`src/rtl/cnn_layer_sequencer.sv`:
```
// rtl/cnn_layer_sequencer.sv - multi-layer descriptor scheduler for the convolution controller
// Runs up to MAX_LAYERS host-programmed layers, one start per layer, advancing on picture_finish falls.
module cnn_layer_sequencer #(
  parameter int MAX_LAYERS = 4,
  parameter int LW         = 2,
  parameter int AW         = 13,
  parameter int NF         = 13
) (
  input  logic             clk,
  input  logic             rst,
  input  logic             cfg_we,
  input  logic [LW-1:0]    cfg_layer,
  input  logic [3:0]       cfg_field,
  input  logic [AW-1:0]    cfg_data,
  input  logic [LW:0]      num_layers,
  input  logic             cnn_start,
  input  logic             abort,
  input  logic             picture_finish,
  output logic             start,
  output logic [NF*AW-1:0] layer_cfg,
  output logic [LW-1:0]    cur_layer,
  output logic             busy,
  output logic             cnn_finish,
  output logic [2:0]       cnn_state
);

  typedef enum logic [2:0] {
    IDLE  = 3'd0,
    CFG   = 3'd1,
    START = 3'd2,
    RUN   = 3'd3,
    DONE  = 3'd4
  } state_t;

  localparam logic [LW:0] MAX_N = (LW+1)'(MAX_LAYERS);

  state_t            state, state_nxt;
  logic              picture_finish_d;
  logic              fall;
  logic [LW:0]       n_reg;
  logic [AW-1:0]     tbl [MAX_LAYERS][NF];
  logic              wr_en;
  logic              last;
  logic [LW-1:0]     load_idx;
  logic [NF*AW-1:0]  entry;

  assign fall  = picture_finish_d & ~picture_finish;
  assign wr_en = (state == IDLE) && cfg_we && (cfg_field < 4'(NF)) &&
                 ({1'b0, cfg_layer} < MAX_N);
  assign last  = ({1'b0, cur_layer} == (n_reg - 1'b1));

  // The next CFG always loads layer 0 from IDLE, otherwise the following layer.
  assign load_idx = (state == IDLE) ? '0 : cur_layer + 1'b1;

  // A write landing in the same IDLE cycle as cnn_start is forwarded into the first load.
  always_comb begin
    entry = '0;
    for (int f = 0; f < NF; f++) begin
      if (wr_en && (cfg_layer == load_idx) && (cfg_field == 4'(f)))
        entry[f*AW +: AW] = cfg_data;
      else
        entry[f*AW +: AW] = tbl[load_idx][f];
    end
  end

  always_comb begin
    state_nxt = state;
    case (state)
      IDLE: begin
        if (cnn_start)
          state_nxt = (num_layers == '0) ? DONE : CFG;
      end
      CFG:   state_nxt = START;
      START: state_nxt = RUN;
      RUN: begin
        if (fall)
          state_nxt = last ? DONE : CFG;
      end
      DONE:    state_nxt = IDLE;
      default: state_nxt = IDLE;
    endcase
    if (abort && (state != IDLE))
      state_nxt = IDLE;
  end

  always_ff @(posedge clk or negedge rst) begin
    if (!rst) begin
      state            <= IDLE;
      picture_finish_d <= 1'b0;
      n_reg            <= '0;
      layer_cfg        <= '0;
      cur_layer        <= '0;
    end else begin
      state            <= state_nxt;
      picture_finish_d <= picture_finish;
      if ((state == IDLE) && cnn_start)
        n_reg <= (num_layers > MAX_N) ? MAX_N : num_layers;
      if (state_nxt == CFG) begin
        layer_cfg <= entry;
        cur_layer <= load_idx;
      end else if (state_nxt == IDLE) begin
        layer_cfg <= '0;
        cur_layer <= '0;
      end
    end
  end

  always_ff @(posedge clk or negedge rst) begin
    if (!rst) begin
      for (int l = 0; l < MAX_LAYERS; l++)
        for (int f = 0; f < NF; f++)
          tbl[l][f] <= '0;
    end else begin
      for (int l = 0; l < MAX_LAYERS; l++)
        for (int f = 0; f < NF; f++)
          if (wr_en && (cfg_layer == LW'(l)) && (cfg_field == 4'(f)))
            tbl[l][f] <= cfg_data;
    end
  end

  assign start      = (state == START);
  assign cnn_finish = (state == DONE);
  assign busy       = (state != IDLE);
  assign cnn_state  = state;

endmodule

```
`config.mk`:
```
export PLATFORM = sky130hd
export DESIGN_NAME = cnn_layer_sequencer
export DESIGN_NICKNAME = d
export VERILOG_FILES = /design/src/rtl/cnn_layer_sequencer.sv
export SDC_FILE = /design/constraint.sdc
export NUM_CORES = 1
export LEC_CHECK = 0
export BUFFER_PORTS_ARGS = -buffer_cell sky130_fd_sc_hd__buf_4
export CAP_MARGIN = 15
export CORE_ASPECT_RATIO = 1.2
export CORE_MARGIN = 2
export CORE_UTILIZATION = 30
export DETAILED_ROUTE_END_ITERATION = 7
export PLACE_DENSITY = 0.53
export SLEW_MARGIN = 10
export SYNTH_ARGS = -nofsm -noshare
export SYNTH_HDL_FRONTEND = slang
export SYNTH_SLANG_ARGS = --single-unit
export TNS_END_PERCENT = 100
```
`constraint.sdc`:
```
create_clock -name clk -period 2.6 [get_ports clk]
set_input_delay 0.26 -clock clk [delete_from_list [all_inputs] [get_ports clk]]
set_output_delay 0.26 -clock clk [all_outputs]
set_load 0.02 [all_outputs]
```
# ---- Yosys cells after proc, flatten, opt, wreduce, memory -nomap -nowiden
# Index checks and enable logic that the tools add are counted.
dict set report totals {
  regBits 854
  elab_cells 196
  output_inout_bits 177
}
dict set report op_classes {
  n_lt_le_gt_ge 3
  n_eq_ne 22
  mux 28
  n_bitwise 3
  reduce_logical 81
  addsub 2
}
# operator n
set ops {}
lappend ops {{$mux W169} 4}
lappend ops {{$bmux W169 S2} 1}
lappend ops {{$mux W13} 13}
lappend ops {{$logic_and A1 B1 Y1} 74}
lappend ops {{$eq A4 B4 Y1 const B} 5}
lappend ops {{$mux W3} 6}
lappend ops {{$eq A4 B3 Y1 const B} 4}
lappend ops {{$pmux W3 S4} 1}
lappend ops {{$logic_not A3 Y1} 3}
lappend ops {{$eq A4 B2 Y1 const B} 2}
lappend ops {{$eq A3 B1 Y1 const B} 2}
lappend ops {{$eq A3 B2 Y1 const B} 2}
lappend ops {{$mux W2} 3}
lappend ops {{$eq A2 B2 Y1 const B} 2}
lappend ops {{$eq A4 B1 Y1 const B} 1}
lappend ops {{$logic_not A4 Y1} 1}
lappend ops {{$lt A4 B4 Y1 const B} 1}
lappend ops {{$eq A2 B3 Y1} 1}
lappend ops {{$eq A3 B3 Y1 const B} 1}
lappend ops {{$ge A3 B3 Y1 const B} 1}
lappend ops {{$gt A3 B3 Y1 const B} 1}
lappend ops {{$not A2 Y3} 1}
lappend ops {{$reduce_bool A3 Y1} 1}
lappend ops {{$sub A3 B1 Y3 const B} 1}
lappend ops {{7 further kinds} 7}

# ---- Depth between registers and ports, before layout
dict set report depth {
  depth_word 9
  depth_mapped 11
  depth_no_buf 7
}

# ---- Worst setup path before layout
# OpenSTA, ideal clock, no wires.
dict set report synth_path {
  path_type {reg-to-reg}
  from {register state[2] (netlist: cnn_state[2])}
  to {register tbl[158] in the netlist's numbering}
  setup_time_ns 0.125
  period_less_slack_ns 2.487
  t_required_ns 2.475
  path_slack_ns 0.113
  path_stages_with_launch 7
  path_buffers 2
  arrival_ns 2.362
  path_cell_list {dfrtp_1 -> buf_4 -> nor4b_4 -> nand4_1 -> nor4_1 -> buf_2 -> mux2_2}
}
dict set report synth_between {
  elab_chain_len 5
}
# item line_no
set synth_lines {}
lappend synth_lines {{from (decl)} 37} ;# state_t state, state_nxt;
lappend synth_lines {{from (signal assigned)} 94} ;# state <= state_nxt;
lappend synth_lines {{$logic_not A3 Y1} 48} ;# assign wr_en = (state == IDLE) && cfg_we && (cfg_field < 4'(NF)) &&
lappend synth_lines {{$logic_and A1 B1 Y1 (2 in a row)} 48}
lappend synth_lines {{$logic_and A1 B1 Y1 (2 in a row)} 116} ;# if (wr_en && (cfg_layer == LW'(l)) && (cfg_field == 4'(f)))
lappend synth_lines {{to (signal, indexed assignment)} 117} ;# tbl[l][f] <= cfg_data;
lappend synth_lines {{to (decl)} 41} ;# logic [AW-1:0] tbl [MAX_LAYERS][NF];
# No other way between the ends.
# A chain may end at the register's enable or synchronous reset.

# ---- Worst setup path after layout
dict set report layout_path {
  from {register n_reg[0]}
  to {register layer_cfg[82]}
}
dict set report layout_between {
  elab_chain_len 8
  word_cells_on_any_way 10
}
# item line_no
set layout_lines {}
lappend layout_lines {{from (decl)} 40} ;# logic [LW:0] n_reg;
lappend layout_lines {{from (signal assigned)} 97} ;# n_reg <= (num_layers > MAX_N) ? MAX_N : num_layers;
lappend layout_lines {{$sub A3 B1 Y3 (*)} 50} ;# assign last = ({1'b0, cur_layer} == (n_reg - 1'b1));
lappend layout_lines {{$eq A2 B3 Y1 (*)} 50}
lappend layout_lines {{$mux W3 (*)} 77} ;# state_nxt = last ? DONE : CFG;
lappend layout_lines {{$mux W3 (*)} 76} ;# if (fall)
lappend layout_lines {{$pmux W3 S4 (*)} 68} ;# case (state)
lappend layout_lines {{$mux W3 (*)} 82} ;# if (abort && (state != IDLE))
lappend layout_lines {{$eq A3 B1 Y1 / $logic_not A3 Y1 (equally long branches)} {98, 101}}
lappend layout_lines {{$mux W169 / $reduce_bool A2 Y1 (equally long branches)} -}
lappend layout_lines {{to (signal assigned)} 99} ;# layer_cfg <= entry;
lappend layout_lines {{to (decl)} 20} ;# output logic [NF*AW-1:0] layer_cfg,
# Every way passes the cells marked *; elsewhere a longest branch is shown, timed or not.

==> flow_summary.yaml <==
finish:
  fin_cells: 5249
  num-nets-final: 3511
  multi_input_area_um2: 16400
  top_register: "tbl"
  area_growth_pct: 20.3
  diodes: 0
  seqCellArea_um2: 21400
  nFillCells: 12600
  largest_reg_flops: 676
  drive_above_1_share_pct: 34.6
  reg_top3: "tbl (676), layer_cfg (169)"
  layout.cell_area.non_filler_um2: 47000
setup_path:
  critPathKind: "reg2reg"
  cp_slowest_cell: "a221o_4"
  ff2ff_setup_slack_ns: 0.08
  slowest_delay_ns: 0.45
  cp.buffers_inverters: 2
  reg2reg_to: "layer_cfg[82]"
  critical-path-top-delay-family: "compound AO/OA/AOI/OAI gates"
  crit_required_ns: 3.18
  cp-end-kind: "flip-flop"
  start_kind: "flip-flop"
  cp.arrival_ns: 3.10
  cp_num_cells: 8
  r2r-start: "n_reg[0]"
  cp_max_fo: 100
  r2r_cells: 8
  crit_chain: "inv_1, ha_1, xnor2_1, nor4_2, a221o_4, a211o_4, buf_12, o21ai_0"
yosys:
  yosys-top-cells-area: "dfrtp_1 55%, mux2_2 18%, mux2i_1 4.6%"
  synth_area_per_cell_um2: 11.8
  yosysSeqAreaShare_pct: 54.7
  synth_top_area_share_pct: 54.7
  syn_area_um2: 39100
  ys_top_cells_by_count: "854 x dfrtp_1, 619 x mux2_2, 476 x nand2_1"
  synth_edf_count: 0
  synth.most_common_cell: "dfrtp_1"
  ys_warn_count: 0
  synth_flop_cell: "dfrtp_1"
  netlist_instances: 3300
  syn-num-nets: 3329
  ys_types: 57
  async_flop_share_pct: 100
  ys_seq_elements: 854
  yosysTopAreaCell: "dfrtp_1"
power_and_ir_drop:
  powerDensity_nw_per_um2: 858
  p_clk_share_pct: 34.0
  vdd_drop_max_v: 0.000548
  intPower_mw: 26.9
  cellLeakagePower_nw: 21.5
  combPwrFrac_pct: 26.1
  p_total_mw: 40.3
  p_seq_share_pct: 39.9
  p_sw_share_pct: 33.2
  switchingPower_mw: 13.4
die:
  fp.dieW_um: 333
  core_area_um2: 130000
  io_pins: 205
  initial_core_util_pct: 30.1
  die_h_um: 399
  std_cell_rows: 145
  dieArea_um2: 133000
sta:
  whs_ns: 0.0811
  layout_min_cycle_time_ns: 2.52
  setup_slack_ns: 0.0808
  rsz0062_at_grt: "true"
  skew_ns: 0.0377
  timing.fmax_mhz: 397
  tightestPinTransition_ns: 1.09
  timing.final.crit_share_pct: 96.9
  slew_headroom_pct: 25.7
  setup_violations: 0
  hold_violations: 0
  slew_viol_final: 0
placement:
  portBuffers: 204
  gp_congestion: 0.753
  dp_hpwl_mm: 70.6
  dp_slack_ns: 0.0117
  postPlaceCellArea_um2: 43700
  dp_cells: 5066
route:
  initialDrtViolationCount: 1694
  dr_total_vias: 27300
  drtAntennaViolNets: 0
  first_pass_iters: 6
  drc: 0
  viasPerCell: 5.20
  wl_mm: 115
  routedWlPerCell_um: 21.8
grt:
  grt_pass1_vias: 27600
  grt_max_degree: 113
  grt_pass1_wl_mm: 176
  grt_antenna_before_repair: 3
  grt_usage_pct: 17.0
  grt_overflow: 0
hold_path:
  whs_path_depth: 2
  hp-start: "cfg_data[3]"
  holdPathEnd: "tbl[614]"
  hp-class: "in2reg"
cts:
  cts_htree_levels: 3
  cts_tree: "yes"
  path_clk_slew_ns: 0.06
  cts_buffers: 94
  clockRootBuffer: "clkbuf_16"
  clkSinkCount: 854
  clockBufferDepth: 3
  worstSkewPairLatency_ns: 0.68
run_status:
  status: "finished clean"
job:
  cap_violations: 0
-- worst max-delay path by stage --
| stage | from | end | slack [ns] |
|---|---|---|---|
| 6_report | n_reg[0] | layer_cfg[82] | 0.08 |
| 5_1_grt | n_reg[0] | layer_cfg[93] | -0.001 |
| 4_1_cts | cnn_state[2] | layer_cfg[110] | 0.02 |
| 3_5_place_dp | cnn_state[2] | tbl[194] | 0.01 |
| 3_3_place_gp | cnn_state[2] | tbl[183] | 0.06 |
| 2_1_floorplan | cnn_state[2] | tbl[158] | 0.11 |
-- metal layers --
layer | global-route usage, % | routed length (um) | vias to the layer above
li1 | - | - | 12400
met1 | 24.1 | 54300 | 14200
met2 | 27.4 | 53400 | 584
met3 | 2.37 | 4570 | 140
met4 | 4.52 | 2340 | 2
met5 | 0 | 13 | -
-- cell families after synthesis --
logic type | after synthesis | synth area share, %
DFF | 854 | 54.7
muxes | 806 | 22.6
and+or+nand+nor | 654 | 7.11
AOI/OAI and AO/OA | 635 | 11.9
buffers and inverters | 347 | 3.60
xor gates and xnor gates | 3 | 0.0672
adders and majority gates | 1 | 0.0320
-- worst register-to-register path, cell delays in order (launching register included) --
cell and delay (ns):
dfrtp_1 0.35, inv_1 0.06, ha_1 0.30, xnor2_1 0.19
nor4_2 0.07, a221o_4 0.45, a211o_4 0.35, buf_12 0.20
o21ai_0 0.46
-- cell usage in the layout (no fill, tap or decap), types with 9 or more instances in the layout --
cell | Yosys | routed
nand2_1 | 476 | 475
a2111oi_0 | 40 | 36
a32o_1 | 40 | 40
o31ai_1 | 35 | 35
clkbuf_8 | 0 | 20
dfrtp_1 | 854 | 853
o21ai_0 | 246 | 241
clkinv_2 | 0 | 15
a211oi_1 | 12 | 12
clkbuf_16 | 0 | 95
o32ai_1 | 12 | 12
buf_4 | 8 | 366
buf_12 | 0 | 55
a32oi_1 | 118 | 118
o2111ai_1 | 117 | 117
mux2_2 | 619 | 619
o21ai_1 | 4 | 9
clkbuf_1 | 261 | 26
mux2i_1 | 181 | 181
nor2_1 | 106 | 106
-- metrics by stage --
stage / setup TNS [ns] / utilization, %
after detailed placement: 0 / 33.7
final: 0 / 36.3
after global routing: -0.00116 / 36.3
after CTS: 0 / 36.2
after floorplan: 0 / -
after global placement: 0 / 33.7
-- cell type report --
class / count / share of cell area [%]
Multi-Input combinational cell: 2099 / 34.8
Clock buffer: 141 / 5.85
Clock inverter: 32 / 0.955
Timing Repair Buffer: 430 / 8.39
Sequential cell: 854 / 45.4
Tap cell: 1690 / 4.50
Inverter: 3 / 0.0346
-- what timing repair did --
item | in CTS | in global routing
endpoints found under the setup margin | 13 | 34
endpoints found under the hold margin | 558 | 0
resized for setup | 0 | 14
pin swaps | 1 | 2
hold buffers | 7 | 0
buffers inserted | 1 | 2
-- power by group through the flow --
stage	Clock (mW)	Sequential (mW)	Combinational (mW)
floorplan	0	16.5	5.38
global placement	0	16.3	10.5
detailed placement	0	16.3	10.6
CTS	14.1	16.1	10.6
global route	14.7	16.3	11.3
finish	13.7	16.1	10.5
Power figures use the tool's default switching activity.
